File: config.mk
export PLATFORM = sky130hd
export DESIGN_NAME = decode_cycle
export DESIGN_NICKNAME = d
export VERILOG_FILES = /design/src/rtl/decode_cycle.sv
export SDC_FILE = /design/constraint.sdc
export NUM_CORES = 2
export LEC_CHECK = 0
export CAP_MARGIN = 30
export CELL_PAD_IN_SITES_DETAIL_PLACEMENT = 1
export CELL_PAD_IN_SITES_GLOBAL_PLACEMENT = 2
export CORE_MARGIN = 5
export CORE_UTILIZATION = 46
export DETAILED_ROUTE_END_ITERATION = 12
export DONT_BUFFER_PORTS = 1
export GPL_ROUTABILITY_DRIVEN = 0
export HOLD_SLACK_MARGIN = 0.15
export PLACE_DENSITY_LB_ADDON = 0.3
export SLEW_MARGIN = 20
export SYNTH_ARGS = -nofsm -noshare
export SYNTH_HDL_FRONTEND = slang
export SYNTH_SLANG_ARGS = --single-unit
File: constraint.sdc
create_clock -name clk -period 1.9 [get_ports clk]
set_input_delay 0.38 -clock clk [delete_from_list [all_inputs] [get_ports clk]]
set_output_delay 0.38 -clock clk [all_outputs]
set_load 0.01 [all_outputs]
File: src/rtl/decode_cycle.sv
// decode_cycle: RV32I decode stage. Decodes InstrD into execute-stage
// controls, reads the register file (write port driven from writeback, with
// write-through bypass) and sign-extends the immediate. Everything lands in
// the ID/EX register.
//   in : clk, rst (async, active low), InstrD, PCD, PCPlus4D,
//        RegWriteW/RDW/ResultW (register write port), FlushE (bubble into ID/EX)
//   out: RegWriteE, ALUSrcE, MemWriteE, ResultSrcE, BranchE, ALUControlE,
//        RD1_E, RD2_E, Imm_Ext_E, RD_E, RS1_E, RS2_E, PCE, PCPlus4E
module decode_cycle #(
  parameter int XLEN      = 32,
  parameter int REG_COUNT = 32
) (
  input  logic            clk,
  input  logic            rst,
  input  logic [31:0]     InstrD,
  input  logic [XLEN-1:0] PCD,
  input  logic [XLEN-1:0] PCPlus4D,
  input  logic            RegWriteW,
  input  logic [4:0]      RDW,
  input  logic [XLEN-1:0] ResultW,
  input  logic            FlushE,
  output logic            RegWriteE,
  output logic            ALUSrcE,
  output logic            MemWriteE,
  output logic            ResultSrcE,
  output logic            BranchE,
  output logic [2:0]      ALUControlE,
  output logic [XLEN-1:0] RD1_E,
  output logic [XLEN-1:0] RD2_E,
  output logic [XLEN-1:0] Imm_Ext_E,
  output logic [4:0]      RD_E,
  output logic [4:0]      RS1_E,
  output logic [4:0]      RS2_E,
  output logic [XLEN-1:0] PCE,
  output logic [XLEN-1:0] PCPlus4E
);

  typedef struct packed {
    logic            reg_write;
    logic            alu_src;
    logic            mem_write;
    logic            result_src;
    logic            branch;
    logic [2:0]      alu_control;
    logic [XLEN-1:0] rd1;
    logic [XLEN-1:0] rd2;
    logic [XLEN-1:0] imm;
    logic [4:0]      rd;
    logic [4:0]      rs1;
    logic [4:0]      rs2;
    logic [XLEN-1:0] pc;
    logic [XLEN-1:0] pc_plus4;
  } idex_t;

  localparam logic [6:0] OP_LW   = 7'b0000011;
  localparam logic [6:0] OP_SW   = 7'b0100011;
  localparam logic [6:0] OP_R    = 7'b0110011;
  localparam logic [6:0] OP_IALU = 7'b0010011;
  localparam logic [6:0] OP_BEQ  = 7'b1100011;

  localparam logic [2:0] ALU_ADD = 3'b000;
  localparam logic [2:0] ALU_SUB = 3'b001;
  localparam logic [2:0] ALU_AND = 3'b010;
  localparam logic [2:0] ALU_OR  = 3'b011;
  localparam logic [2:0] ALU_SLT = 3'b101;

  logic [6:0] op;
  logic [2:0] funct3;
  logic [4:0] rs1, rs2;
  assign op     = InstrD[6:0];
  assign funct3 = InstrD[14:12];
  assign rs1    = InstrD[19:15];
  assign rs2    = InstrD[24:20];

  // ---------------- main decoder ----------------
  logic       reg_write, alu_src, mem_write, result_src, branch;
  logic [1:0] imm_src, alu_op;

  always_comb begin
    reg_write  = 1'b0;
    alu_src    = 1'b0;
    mem_write  = 1'b0;
    result_src = 1'b0;
    branch     = 1'b0;
    imm_src    = 2'b00;
    alu_op     = 2'b00;
    unique case (op)
      OP_LW:   begin reg_write = 1'b1; alu_src = 1'b1; result_src = 1'b1; end
      OP_SW:   begin alu_src = 1'b1; mem_write = 1'b1; imm_src = 2'b01; end
      OP_R:    begin reg_write = 1'b1; alu_op = 2'b10; end
      OP_IALU: begin reg_write = 1'b1; alu_src = 1'b1; alu_op = 2'b10; end
      OP_BEQ:  begin branch = 1'b1; imm_src = 2'b10; alu_op = 2'b01; end
      default: ;  // unknown opcode decodes to a bubble
    endcase
  end

  // ---------------- ALU decoder ----------------
  logic [2:0] alu_control;

  always_comb begin
    alu_control = ALU_ADD;
    unique case (alu_op)
      2'b01: alu_control = ALU_SUB;
      2'b10: begin
        unique case (funct3)
          // op[5] separates R-type sub from addi, which has no sub form
          3'b000:  alu_control = (op[5] && InstrD[30]) ? ALU_SUB : ALU_ADD;
          3'b010:  alu_control = ALU_SLT;
          3'b110:  alu_control = ALU_OR;
          3'b111:  alu_control = ALU_AND;
          default: alu_control = ALU_ADD;
        endcase
      end
      default: alu_control = ALU_ADD;
    endcase
  end

  // ---------------- immediate extension ----------------
  logic            i31;
  logic [XLEN-1:0] imm_ext;
  assign i31 = InstrD[31];

  always_comb begin
    unique case (imm_src)
      2'b00:   imm_ext = {{(XLEN-12){i31}}, InstrD[31:20]};
      2'b01:   imm_ext = {{(XLEN-12){i31}}, InstrD[31:25], InstrD[11:7]};
      2'b10:   imm_ext = {{(XLEN-12){i31}}, InstrD[7], InstrD[30:25], InstrD[11:8], 1'b0};
      default: imm_ext = '0;
    endcase
  end

  // ---------------- register file ----------------
  logic [XLEN-1:0] regs_q [REG_COUNT];
  logic [XLEN-1:0] regs_d [REG_COUNT];
  logic            rf_we;
  logic [XLEN-1:0] rd1, rd2;

  assign rf_we = RegWriteW && (RDW != 5'd0);

  always_comb begin
    regs_d = regs_q;
    if (rf_we) regs_d[RDW] = ResultW;
  end

  always_ff @(posedge clk or negedge rst) begin
    if (!rst) begin
      for (int i = 0; i < REG_COUNT; i++) regs_q[i] <= '0;
    end else begin
      regs_q <= regs_d;
    end
  end

  // x0 reads zero even though its storage is never written; a same-cycle
  // writeback to the addressed register is forwarded straight through.
  always_comb begin
    if (rs1 == 5'd0)                 rd1 = '0;
    else if (rf_we && (RDW == rs1)) rd1 = ResultW;
    else                             rd1 = regs_q[rs1];
    if (rs2 == 5'd0)                 rd2 = '0;
    else if (rf_we && (RDW == rs2)) rd2 = ResultW;
    else                             rd2 = regs_q[rs2];
  end

  // ---------------- ID/EX register ----------------
  idex_t idex_d, idex_q;

  always_comb begin
    idex_d.reg_write   = reg_write;
    idex_d.alu_src     = alu_src;
    idex_d.mem_write   = mem_write;
    idex_d.result_src  = result_src;
    idex_d.branch      = branch;
    idex_d.alu_control = alu_control;
    idex_d.rd1         = rd1;
    idex_d.rd2         = rd2;
    idex_d.imm         = imm_ext;
    idex_d.rd          = InstrD[11:7];
    idex_d.rs1         = rs1;
    idex_d.rs2         = rs2;
    idex_d.pc          = PCD;
    idex_d.pc_plus4    = PCPlus4D;
    // a flush only needs to kill controls and register ids; data rides along
    if (FlushE) begin
      idex_d.reg_write   = 1'b0;
      idex_d.alu_src     = 1'b0;
      idex_d.mem_write   = 1'b0;
      idex_d.result_src  = 1'b0;
      idex_d.branch      = 1'b0;
      idex_d.alu_control = 3'b000;
      idex_d.rd          = 5'd0;
      idex_d.rs1         = 5'd0;
      idex_d.rs2         = 5'd0;
    end
  end

  always_ff @(posedge clk or negedge rst) begin
    if (!rst) idex_q <= '0;
    else      idex_q <= idex_d;
  end

  assign RegWriteE   = idex_q.reg_write;
  assign ALUSrcE     = idex_q.alu_src;
  assign MemWriteE   = idex_q.mem_write;
  assign ResultSrcE  = idex_q.result_src;
  assign BranchE     = idex_q.branch;
  assign ALUControlE = idex_q.alu_control;
  assign RD1_E       = idex_q.rd1;
  assign RD2_E       = idex_q.rd2;
  assign Imm_Ext_E   = idex_q.imm;
  assign RD_E        = idex_q.rd;
  assign RS1_E       = idex_q.rs1;
  assign RS2_E       = idex_q.rs2;
  assign PCE         = idex_q.pc;
  assign PCPlus4E    = idex_q.pc_plus4;

endmodule

==> flow_metrics.py <==
metrics = {
    "synthesis": {
        "postSynthCellCount": 4632,
        "synth.distinct_cells": 53,
        "syn-cell-area_mm2": 0.06050,
        "ys_seq_area_share_pct": 49.14,
        "synth_fp_nets": 4771,
        "synth_warnings": 0,
        "synthArstFlopShare_pct": 100.0,
        "synth_edf_count": 0,
        "syn_avg_cell_area_um2": 13.06,
        "synth_seq_cells": 1188,
        "synth-main-ff-cell": "dfrtp_1",
    },
    "floorplanning": {
        "fp.dieW_um": 372.6,
        "start_util_pct": 46.13,
        "die-area_mm2": 0.1389,
        "coreArea_mm2": 0.1311,
        "row_count": 133,
        "io_pins": 320,
        "die_h_um": 372.6,
    },
    "clocking": {
        "clock_sinks": 1188,
        "clockBufferDepth": 3,
        "cts_tree": "done",
        "clk_transition_reported_paths_ps": 60,
        "cts_made_buffers": 139,
        "clkLatencyLatePin_ps": 790,
        "clockRootBuffer": "clkbuf_16",
        "htreeDepth": 4,
    },
    "global_routing": {
        "grt_pass1_wl_mm": 325.3,
        "grtUsageTotal_pct": 31.33,
        "grt-ovfl-total": 0,
        "grt_max_degree": 484,
        "grt_pass1_vias": 45440,
        "antenna_found_initial": 11,
    },
    "detailed_routing": {
        "via_per_inst": 6.411,
        "dr.first_iter.drc_count": 3881,
        "route.detailed.drc": 0,
        "ant_nets": 0,
        "wl_per_cell_um": 33.56,
        "drt_wl_total_mm": 223.5,
        "firstDrtPassIters": 7,
        "vias": 42710,
    },
    "run_status": {
        "status": "finished, violations left",
        "violations": "hold timing, slew limit, setup timing",
    },
    "setup_path": {
        "arrival_ps": 3430,
        "end_kind": "register",
        "slowest_delay_ps": 1280,
        "rr_startpoint": "regs_q[531]",
        "cp-startpoint": "InstrD[20]",
        "crit_slowest_cell": "mux4_2",
        "critical_path_class": "primary input to register",
        "worstPathRequired_ps": 2570,
        "worstPathCellList": "mux4_2, mux2i_1, o22ai_1, o221a_1, buf_4",
        "start_kind": "primary input",
        "worstPathMaxFanout": 483,
    },
    "placed_design": {
        "dp_hpwl_mm": 131.6,
        "place_area_mm2": 0.06423,
        "io_buffers": 0,
    },
    "power_and_ir_drop": {
        "ir_drop_mv": 0.7818,
        "p_per_area_mw_per_mm2": 1028,
        "leakagePower_nw": 33.51,
        "power_mw": 73.80,
    },
    "sta": {
        "setup_tns_ps": -8813,
        "max_freq_mhz": 362.4,
        "fin_worst_skew_ps": 23.42,
        "fin_crit_ps": 2759,
        "final-hold-violation-count": 84,
        "slew_headroom_pct": -60.59,
        "worst-slew-pin-transition_ps": 2409,
        "setup_viol": 24,
        "setup_ws_ps": -859.2,
        "slew_violations": 313,
        "worst_hold_slack_ps": -507.2,
        "period_share_pct": 145.2,
        "rsz0062_at_grt": "no",
    },
    "layout": {
        "drive_gt1_share_pct": 19.20,
        "nets": 4942,
        "fin_area_mm2": 0.07177,
        "areaGrowthSynthToFinish_pct": 18.63,
    },
    "run": {
        "cap_violations": 0,
    },
    "min_path": {
        "hold_path.class": "primary input to async pin",
    },
}
logic make-up (layout without fill, tap and decap cells):
family | count (synthesis) | count (layout) | synth area share [%]
flops | 1188 | 1188 | 49.14
simple gates | 225 | 225 | 1.919
fa+ha+maj | 2 | 2 | 0.04136
xor+xnor | 10 | 10 | 0.1448
other cells | 0 | 1 | 0
mux | 1983 | 1983 | 36.45
buf+inv | 520 | 794 | 4.045
compound gates | 704 | 704 | 8.256
report_power, final:
group / switching (mW) / total (mW) / internal, mW
Sequential: 3.84 / 33.6 / 29.8
Clock: 11.1 / 27.5 / 16.3
Combinational: 5.79 / 12.7 / 6.95
synth_stat cells, drive strengths merged (9+ instances only):
cell | number | area [um^2]
dfrtp | 1188 | 29730
mux2 | 1000 | 11260
mux2i | 907 | 9079
a22oi | 422 | 3168
clkbuf | 264 | 1011
buf | 252 | 1421
a21oi | 165 | 825.8
mux4 | 76 | 1712
nand3 | 61 | 305.3
nand2 | 54 | 202.7
a22o | 46 | 402.9
nor2 | 25 | 96.35
a2111oi | 24 | 210.2
nor2b | 21 | 131.4
nor4 | 20 | 125.1
o221a | 19 | 214.0
o22ai | 18 | 112.6
nor3 | 9 | 50.05
worst max-delay path: cells and delay by family:
family,cells,cell delay (ps)
buffers and inverters,1,130
muxes,2,1460
AOI/OAI and AO/OA,2,390
stage by stage:
stage               worst slack [ps]  std cells  util, %  hold slack [ps]
finish                        -859.2       6662    54.73           -507.2
global route                   2.825       6662    54.73           -501.0
CTS                            13.56       6649    54.58           -538.9
detailed placement            -468.1       6158    48.98            89.69
global placement              -446.3       6151    48.83            184.2
floorplan                     -78.42       4632        -            84.41
final timing paths:
path	cells past startpoint	endpoint	slack, ps
max in group asynchronous	4	PCPlus4E[2]	400
worst min register to register	0	regs_q[997]	400
worst max-delay path	5	RD2_E[4]	-860
worst min-delay path	1	regs_q[889]	-510
min in group clk	4	RD2_E[25]	200
worst max register to register	6	RD1_E[19]	40
placed cells by master, fill, tap and decap left out, types with 6 or more instances in the layout:
master and count:
nor2_1 7, a22oi_1 422, a22o_1 45, buf_4 170, clkbuf_16 148, a2111oi_0 22, buf_12 132, nand2_2 6
o22ai_1 18, mux2_1 737, xor2_1 6, buf_16 10, nand2_4 11, nand2_1 37, mux4_2 76, clkinv_2 17
nor3_1 8, o221a_1 19, mux2_2 263, buf_2 9, nand3_1 61, nor4_1 19, dlygate4sd3_1 217, nor2_4 18
clkbuf_8 36, nor2b_1 16, a21oi_1 165, dfrtp_1 1187, clkbuf_1 29, mux2i_1 907, bufinv_16 7
flip-flops by register name, indices dropped and copies added (netlist names):
register and cells:
RD2_E 32, PCPlus4E 32, ALUControlE 3, PCE 32
RS2_E 5, ALUSrcE 1, RD_E 5, RS1_E 5
ResultSrcE 1, regs_q 1024, RegWriteE 1, RD1_E 32
MemWriteE 1, BranchE 1, Imm_Ext_E 13
timing repair:
item / CTS / global route
gates resized for setup: 1 / 8
pin swaps: 0 / 1
endpoints found under the hold margin: 1625 / 104
hold buffers: 247 / 4
setup buffers: 0 / 1
cloned: 0 / 3
endpoints found under the setup margin: 1 / 299
layout make-up:
cell class                      count  area (um^2)
Fill cell                       12670        59360
Sequential cell                  1188        29730
Multi-Input combinational cell   2924        28640
Timing Repair Buffer              546         6548
Clock buffer                      210         4233
Tap cell                         1755         2196
Clock inverter                     34        406.6
Inverter                            4        15.01
Antenna cell                        1        2.502
per-layer routing:
metal	vias up	track usage (%)	wire (um)
li1	17670	-	-
met1	23190	43.33	97550
met2	1476	50.62	105400
met3	368	5.482	13270
met4	2	9.835	7299
met5	-	0	13
Power figures use the tool's default switching activity.
